### src/rtl/demux_32_bit_1x2_buf_if.sv
// -----------------------------------------------------------------------------
// demux_32_bit_1x2_buf_if
// Bundles the data-path and handshake signals of demux_32_bit_1x2_buf.
//   in_data/in_valid/control/in_ready   : upstream word offer and destination
//   out_dataN/out_validN/out_readyN     : per-channel buffered head word
//   xfer_cntN                           : accepted-word counters per channel
// The master modport is the traffic side (source and sinks). The slave
// modport is the demux itself.
// -----------------------------------------------------------------------------
interface demux_32_bit_1x2_buf_if;
   logic [31:0] in_data;
   logic        in_valid;
   logic        control;
   logic        in_ready;
   logic [31:0] out_data1;
   logic [31:0] out_data2;
   logic        out_valid1;
   logic        out_valid2;
   logic        out_ready1;
   logic        out_ready2;
   logic [15:0] xfer_cnt1;
   logic [15:0] xfer_cnt2;

   modport master (
      output in_data, in_valid, control, out_ready1, out_ready2,
      input  in_ready, out_data1, out_data2, out_valid1, out_valid2,
             xfer_cnt1, xfer_cnt2
   );

   modport slave (
      input  in_data, in_valid, control, out_ready1, out_ready2,
      output in_ready, out_data1, out_data2, out_valid1, out_valid2,
             xfer_cnt1, xfer_cnt2
   );
endinterface

### src/rtl/demux_32_bit_1x2_buf.sv
// -----------------------------------------------------------------------------
// demux_32_bit_1x2_buf
// Routes 32-bit words to one of two output channels. Each channel has its
// own 2-entry FIFO.
//   clk  : rising-edge clock
//   rst  : synchronous active-high reset
//   bus  : demux_32_bit_1x2_buf_if.slave. It holds the input offer, both
//          channel outputs and the per-channel accept counters.
// control=0 selects channel 1 (index 0). control=1 selects channel 2 (index 1).
// -----------------------------------------------------------------------------
module demux_32_bit_1x2_buf (
   input logic                    clk,
   input logic                    rst,
   demux_32_bit_1x2_buf_if.slave  bus
);

   localparam int NCH = 2;

   logic [31:0]    mem_q [NCH][2];
   logic [NCH-1:0] wr_ptr_q, wr_ptr_d;
   logic [NCH-1:0] rd_ptr_q, rd_ptr_d;
   logic [1:0]     occ_q [NCH];
   logic [1:0]     occ_d [NCH];
   logic [15:0]    cnt_q [NCH];
   logic [15:0]    cnt_d [NCH];

   logic [NCH-1:0] push;
   logic [NCH-1:0] pop;
   logic [NCH-1:0] out_ready_w;
   logic           in_ready_w;

   // Readiness looks only at the registered occupancy of the selected
   // channel. A full channel cannot take a word even when it pops in the
   // same cycle. This keeps the out_ready inputs off the in_ready path.
   assign in_ready_w  = (occ_q[bus.control] != 2'd2);
   assign out_ready_w = {bus.out_ready2, bus.out_ready1};

   // NOTE: every signal written here gets a value first. This prevents any
   // path from leaving one unassigned, which would infer a latch.
   always_comb begin
      push     = '0;
      pop      = '0;
      wr_ptr_d = wr_ptr_q;
      rd_ptr_d = rd_ptr_q;
      occ_d    = occ_q;
      cnt_d    = cnt_q;
      for (int c = 0; c < NCH; c++) begin
         push[c]     = bus.in_valid && in_ready_w && (int'(bus.control) == c);
         pop[c]      = (occ_q[c] != 2'd0) && out_ready_w[c];
         // 1-bit pointers wrap by toggling.
         wr_ptr_d[c] = wr_ptr_q[c] ^ push[c];
         rd_ptr_d[c] = rd_ptr_q[c] ^ pop[c];
         case ({push[c], pop[c]})
            2'b10:   occ_d[c] = occ_q[c] + 2'd1;
            2'b01:   occ_d[c] = occ_q[c] - 2'd1;
            default: occ_d[c] = occ_q[c];
         endcase
         cnt_d[c]    = cnt_q[c] + 16'(push[c]);
      end
   end

   // NOTE: sequential state uses non-blocking assignments. All registers
   // then update together from values sampled before the edge.
   always_ff @(posedge clk) begin
      if (rst) begin
         wr_ptr_q <= '0;
         rd_ptr_q <= '0;
         for (int c = 0; c < NCH; c++) begin
            occ_q[c] <= 2'd0;
            cnt_q[c] <= 16'd0;
         end
      end else begin
         wr_ptr_q <= wr_ptr_d;
         rd_ptr_q <= rd_ptr_d;
         occ_q    <= occ_d;
         cnt_q    <= cnt_d;
      end
   end

   // NOTE: storage has no reset. Its contents matter only while occupancy
   // is non-zero, and occupancy is cleared by reset. A write during reset
   // is harmless for the same reason.
   always_ff @(posedge clk) begin
      for (int c = 0; c < NCH; c++) begin
         if (push[c]) mem_q[c][wr_ptr_q[c]] <= bus.in_data;
      end
   end

   assign bus.in_ready   = in_ready_w;
   assign bus.out_data1  = mem_q[0][rd_ptr_q[0]];
   assign bus.out_data2  = mem_q[1][rd_ptr_q[1]];
   assign bus.out_valid1 = (occ_q[0] != 2'd0);
   assign bus.out_valid2 = (occ_q[1] != 2'd0);
   assign bus.xfer_cnt1  = cnt_q[0];
   assign bus.xfer_cnt2  = cnt_q[1];

endmodule

### src/flat_wrapper.sv
// flat-port wrapper written by rule: the top's interface ports become plain ports
module demux_32_bit_1x2_buf_flat 
  (clk, rst, bus_in_data, bus_in_valid, bus_control, bus_out_ready1, bus_out_ready2, bus_in_ready, bus_out_data1, bus_out_data2, bus_out_valid1, bus_out_valid2, bus_xfer_cnt1, bus_xfer_cnt2);
  demux_32_bit_1x2_buf_if bus_i ();
  input logic clk;
  input logic rst;
  input wire logic [$bits(bus_i.in_data)-1:0] bus_in_data;
  input wire logic [$bits(bus_i.in_valid)-1:0] bus_in_valid;
  input wire logic [$bits(bus_i.control)-1:0] bus_control;
  input wire logic [$bits(bus_i.out_ready1)-1:0] bus_out_ready1;
  input wire logic [$bits(bus_i.out_ready2)-1:0] bus_out_ready2;
  output wire logic [$bits(bus_i.in_ready)-1:0] bus_in_ready;
  output wire logic [$bits(bus_i.out_data1)-1:0] bus_out_data1;
  output wire logic [$bits(bus_i.out_data2)-1:0] bus_out_data2;
  output wire logic [$bits(bus_i.out_valid1)-1:0] bus_out_valid1;
  output wire logic [$bits(bus_i.out_valid2)-1:0] bus_out_valid2;
  output wire logic [$bits(bus_i.xfer_cnt1)-1:0] bus_xfer_cnt1;
  output wire logic [$bits(bus_i.xfer_cnt2)-1:0] bus_xfer_cnt2;
  assign bus_i.in_data = bus_in_data;
  assign bus_i.in_valid = bus_in_valid;
  assign bus_i.control = bus_control;
  assign bus_i.out_ready1 = bus_out_ready1;
  assign bus_i.out_ready2 = bus_out_ready2;
  assign bus_in_ready = bus_i.in_ready;
  assign bus_out_data1 = bus_i.out_data1;
  assign bus_out_data2 = bus_i.out_data2;
  assign bus_out_valid1 = bus_i.out_valid1;
  assign bus_out_valid2 = bus_i.out_valid2;
  assign bus_xfer_cnt1 = bus_i.xfer_cnt1;
  assign bus_xfer_cnt2 = bus_i.xfer_cnt2;
  demux_32_bit_1x2_buf u_core (.clk(clk), .rst(rst), .bus(bus_i));
endmodule
### config.mk
export PLATFORM = sky130hd
export DESIGN_NAME = demux_32_bit_1x2_buf_flat
export DESIGN_NICKNAME = d
export VERILOG_FILES = /design/src/rtl/demux_32_bit_1x2_buf_if.sv /design/src/rtl/demux_32_bit_1x2_buf.sv /design/src/flat_wrapper.sv
export SDC_FILE = /design/constraint.sdc
export NUM_CORES = 1
export LEC_CHECK = 0
export ABC_AREA = 0
export CORE_MARGIN = 2
export CORE_UTILIZATION = 53
export DETAILED_ROUTE_END_ITERATION = 10
export GPL_TIMING_DRIVEN = 0
export PLACE_DENSITY = 0.83
export SLEW_MARGIN = 15
export SYNTH_ARGS = -nofsm -noshare
export SYNTH_HDL_FRONTEND = slang
export SYNTH_SLANG_ARGS = --single-unit
### constraint.sdc
create_clock -name clk -period 8.1 [get_ports clk]
set_input_delay 1.62 -clock clk [delete_from_list [all_inputs] [get_ports clk]]
set_output_delay 1.62 -clock clk [all_outputs]
set_load 0.01 [all_outputs]
## After elaboration in Yosys (flattened, before gate mapping)

Memory sizes are Yosys's and may differ from the RTL's.
Index checks and enable logic that the tools add are counted.

- Add/subtract/negate cells: 6
- Multipliers: 0
- Div/mod/pow operators: 0
- Order comparisons: 7
- Equality and inequality tests: 5
- Shift-type cells: 0
- Mux-type cells: 22
- Bitwise logic cells: 10
- Reductions and logical operators: 12

Operator list:

| operator | number |
|---|---|
| 32-bit two-way mux | 8 |
| 64-bit two-way mux | 4 |
| 32-bit demux with 1-bit select | 2 |
| 64-bit OR reduction | 1 |
| 16-bit by 1-bit adder with 16-bit output | 2 |
| 2-bit >= comparator, second input constant | 5 |
| 1-bit NOT with 2-bit output | 5 |
| 2-bit one-hot mux with 2 select lines | 2 |
| 2-bit nonzero test | 4 |
| 1-bit logical AND | 7 |
| 2-bit two-way mux | 3 |
| 2-bit by 1-bit adder with 2-bit output, second input constant | 2 |
| 2-bit by 1-bit == test with 1-bit output, second input constant | 2 |
| 2-bit == test, second input constant | 2 |
| 2-bit by 1-bit less-than comparator with 1-bit output, second input constant | 2 |
| 2-bit by 1-bit subtractor with 2-bit output, second input constant | 2 |
| 1-bit XOR | 4 |
| 1-bit two-way mux | 3 |
| 2-bit != test, second input constant | 1 |
| 1-bit NOT | 1 |

- Register bits after elaboration: 40
- Latch bits: 0
- Bits in writable memories: 128
- Bits in read-only memories: 0
- Word-level logic and storage cells: 69
- Memories: 1

Memories:

| memory | depth | width | rd ports | clocked after Yosys merged registers in | wr ports | line | text |
|---|---|---|---|---|---|---|---|
| u_core.mem_q | 2 | 64 | 2 | 0 | 1 | demux_32_bit_1x2_buf.sv:19 | `logic [31:0] mem_q [NCH][2];` |

## Depth between registers and ports, before layout

- Depth in word-level cells: 11
- Gate-level depth with buffers: 9
- Mapped depth without buffers: 8

## Worst setup path after synthesis

Ideal clock, no wire load.

- Path kind: input to register
- Start: in bus_control
- End: mem u_core.mem_q[0][0] (netlist bit), enable pin
- Setup time: 0.461 ns
- Arrival time: 4.050 ns
- Required time: 7.639 ns
- Slack: 3.589 ns
- Stages on the path: 2
- Path buffers: 0
- Cells stage by stage: nand2b_1 nor3_1

- Word-level cells in the longest chain between the ends: 11

RTL lines:

| element | line | text |
|---|---|---|
| start: declaration | flat_wrapper.sv:9 | `input wire logic [$bits(bus_i.control)-1:0] bus_control;` |
| 1-bit NOT with 2-bit output (implied by the code) | demux_32_bit_1x2_buf.sv:35 | `assign in_ready_w = (occ_q[bus.control] != 2'd2);` |
| 2-bit two-way mux (implied by the code) (3 in a row) | demux_32_bit_1x2_buf.sv:35 |  |
| 2-bit != test | demux_32_bit_1x2_buf.sv:35 |  |
| 1-bit logical AND (2 in a row) | demux_32_bit_1x2_buf.sv:48 | `push[c] = bus.in_valid && in_ready_w && (int'(bus.control) == c);` |
| 1-bit two-way mux | demux_32_bit_1x2_buf.sv:85 | `if (push[c]) mem_q[c][wr_ptr_q[c]] <= bus.in_data;` |
| 64-bit two-way mux (implied by the code) | demux_32_bit_1x2_buf.sv:85 |  |
| 64-bit OR reduction (no source line) | n/a |  |
| 1-bit two-way mux (no source line) / 64-bit two-way mux (equally long branches) | n/a |  |
| end: declaration | demux_32_bit_1x2_buf.sv:19 |  |

Parallel ways exist; a longest one is shown, timed or not. The select of a mux whose other input is x is not followed.

## Worst setup path after layout

- Start: in bus_control
- End: out bus_in_ready

- Word-level cells in the longest chain between the ends: 5

RTL lines:

| element | line | text |
|---|---|---|
| 1-bit NOT with 2-bit output (implied by the code) | demux_32_bit_1x2_buf.sv:35 |  |
| 2-bit two-way mux (implied by the code) (3 in a row) | demux_32_bit_1x2_buf.sv:35 |  |
| 2-bit != test | demux_32_bit_1x2_buf.sv:35 |  |
| end: declaration | flat_wrapper.sv:12 | `output wire logic [$bits(bus_i.in_ready)-1:0] bus_in_ready;` |

Every way passes these cells. The select of a mux whose other input is x is not followed.

==> impl_results.md <==
* Status: complete, no violations
* Die Span Y at 114 µm
* Top post-synthesis cells by area: edfxtp_1 (60%), dfxtp_1 (12%), mux2_2 (11%), xnor2_1 (1.9%), nor2_1 (1.8%)
* Mapped Area at 0.00641 mm²
* # DRC at 0
* Initial core utilization at 0.539
* Nets at 615
* Clock buffer count from CTS at 17
* Setup-failing EPs final at 0
* First-pass GRT wire length at 20,400 µm
* Routed WL per cell at 17.8 µm
* Instance area after placement at 0.00810 mm²
* Crit Path Category: input port to output port
* CP Launch Type: input port
* Achievable frequency at 0.220 GHz
* Yosys reg bits at 168
* Setup WS pre-CTS at 3550 ps
* DPL Wire Length at 8900 µm
* Initial antenna violation count at 0
* GR Overflow Total at 0
* Compound-Gate Fraction of Synth Area at 0.0193
* Worst-margin pin slew at 661 ps
* # rows at 40
* Share of the synthesized area in the top cell type at 0.599
* Clock sink total at 168
* H-Tree Depth at 4
* Sum Neg Setup Slack at 0 ps
* Max Cap Violations at 0
* Worst rel slew slack at 0.559
* FFs w/ async S/R, synth at 0
* Clock skew at 6.98 ps
* Number of global-route vias before repair at 3,906
* Fin area at 0.00867 mm²
* IO Count at 137
* Max FO, Critical Path at 3
* Simple-gate share of the synthesized area at 0.0813
* Final wirelength at 13,000 µm
* Largest net degree at the start of global routing at 19
* Mux contribution to synthesized area at 0.117
* Met2 Track Usage GR at 0.338
* Number of distinct library cells after synthesis at 34
* CP Capture Type: output port
* Fin crit period at 4540 ps
* GR Util All Layers at 0.209
* Mapped Cells at 407
* PostCTS Resize Cnt at 0
* Root Driver: clkbuf_16
* Number of diodes at 0
* Largest family of logic cells by synthesized area: multiplexers
* Pre-Repair DR Iteration Count at 5
* Clock slew at reported path FFs at 60 ps
* Seq/Total Area, Yosys at 0.724
* CTS Buffer Depth at 2
* Hold_buf cts at 0
* Post-synth top cells: edfxtp_1 (128), mux2_2 (64), dfxtp_1 (40)
* Max VDD drop at 0.000148 V
* Post CTS Setup Buffer Count at 0
* DR iter-0 viols at 295
* Final Wtd Congestion at 0.796
* RSZ-0062 raised after global routing: false
* Top cell type by total area after synthesis: edfxtp_1
* DIE AREA at 0.0130 mm²
* Setup ws final at 3560 ps
* Worst skew pair latency at 420 ps
* Via/cell ratio at 5.37
* Met1 Resource Use GR at 0.258
* CTS tree: yes
* Req. time, crit path at 6480 ps
* DRT antenna net count at 0
* Hold Vio Cnt, Final at 0
* GR Util met3 at 0.0723
* PD cells at 220 mW/mm²
* Yosys warnings at 0
* DR vias at 3,922
* Core box area at 0.0119 mm²
* Mapped Avg Cell Area at 15.8 µm²
* EDFF count, synth at 128
* Hold Path Class: flip-flop to flip-flop
* Gr busiest metal: met2
* WP data arrival at 2920 ps
* Final Non-Filler Cells at 731
* Die Span X at 114 µm
* Xor/xnor share of the synthesized area at 0.0355
* Input/output buffers at 136
* Most frequent cell after synthesis: edfxtp_1
* Synth-to-layout area growth at 35.1%
* Pins Over Slew Limit at 0
* Layout cells sized above 1 at 0.185
* Crit share post-route at 0.561
* Syn Nets at 450
* Top FF cell, synth: edfxtp_1
* Adder-cell area share of the yosys netlist at 0.00975
* P_leak at 2.88 nW
* Placed instance count at 700
[worst max-delay path, cell delays in order]
cell and delay [ps]:
clkdlybuf4s50_1 520, mux2i_1 220, clkdlybuf4s50_1 560
[logic make-up (layout without fill, tap and decap cells)]
| family | Yosys count | in the layout |
|---|---|---|
| AO/OA/AOI/OAI | 20 | 20 |
| flip-flops | 168 | 168 |
| multiplexers | 67 | 67 |
| buffers and inverters | 20 | 197 |
| XOR/XNOR | 26 | 26 |
| AND/OR/NAND/NOR | 101 | 101 |
| adder cells (fa/ha/maj) | 5 | 5 |
[metrics by stage]
step / total power, mW / hold WS, ps / util
6_report: 1.91 / 516 / 0.728
5_1_grt: 1.98 / 530 / 0.728
4_1_cts: 1.92 / 504 / 0.728
3_5_place_dp: 1.15 / 493 / 0.680
3_3_place_gp: 1.14 / 469 / 0.668
2_1_floorplan: 1.05 / 491 / -
[layout by cell type (no fill, tap or decap), types with 3 or more instances in the layout]
cell             Yosys  routed
clkdlybuf4s50_1      0     136
edfxtp_1           128     128
mux2_2              64      64
dfxtp_1             40      40
nor2_1              31      31
clkbuf_1            14      19
clkbuf_16            0      17
nand3_1             14      14
xnor2_1             14      14
xor2_1              12      12
nand2_1              9       9
nand4_1              9       9
a21oi_1              8       8
buf_4                0       6
nor2b_1              5       5
nor3_1               7       5
nor4_1               5       5
or3_1                5       5
inv_1                4       4
o21ai_0              4       4
buf_6                1       3
or2_2                3       3
mux2i_1              3       3
or4_1                3       3
ha_1                 5       3
clkinvlp_4           0       3
bufinv_16            0       3
[routing by layer]
layer,up-vias,share of wire
met3,17,0.077
met2,146,0.49
met4,0,0.016
met5,-,0
met1,1904,0.41
li1,1855,-
[sequential cells by signal, summed over array words and instances (netlist names)]
| name | flops |
|---|---|
| u_core.rd_ptr_q | 2 |
| u_core.wr_ptr_q | 2 |
| u_core.occ_q | 4 |
| u_core.bus.xfer_cnt2 | 16 |
| u_core.mem_q | 128 |
| u_core.bus.xfer_cnt1 | 16 |
[final cells by class]
cell class,instances,area (µm²)
Sequential cell,168,4640
Fill cell,763,3240
Multi-Input combinational cell,219,1700
Timing Repair Buffer,146,1480
Clock buffer,22,444
Tap cell,147,184
Clock inverter,9,126
Buffer,16,68.8
Inverter,4,15.0
[where the power goes]
group	internal, mW	leakage [nW]	switching, mW
combinational	0.0898	1.12	0.0728
sequential	0.956	1.50	0.00743
clock	0.480	0.264	0.305
total	1.53	2.88	0.385
[final timing paths]
kind | startpoint | endpoint | slack [ps] | cells past startpoint
setup / recovery | bus_control | bus_in_ready | 3560 | 3
hold / removal | u_core.bus.xfer_cnt2[15] | u_core.bus.xfer_cnt2[15] | 520 | 2
setup reg to reg | u_core.occ_q[1] | u_core.bus.xfer_cnt2[14] | 5840 | 9
hold reg to reg | u_core.bus.xfer_cnt2[15] | u_core.bus.xfer_cnt2[15] | 520 | 2
No activity file was read; power rests on OpenSTA's default activity.
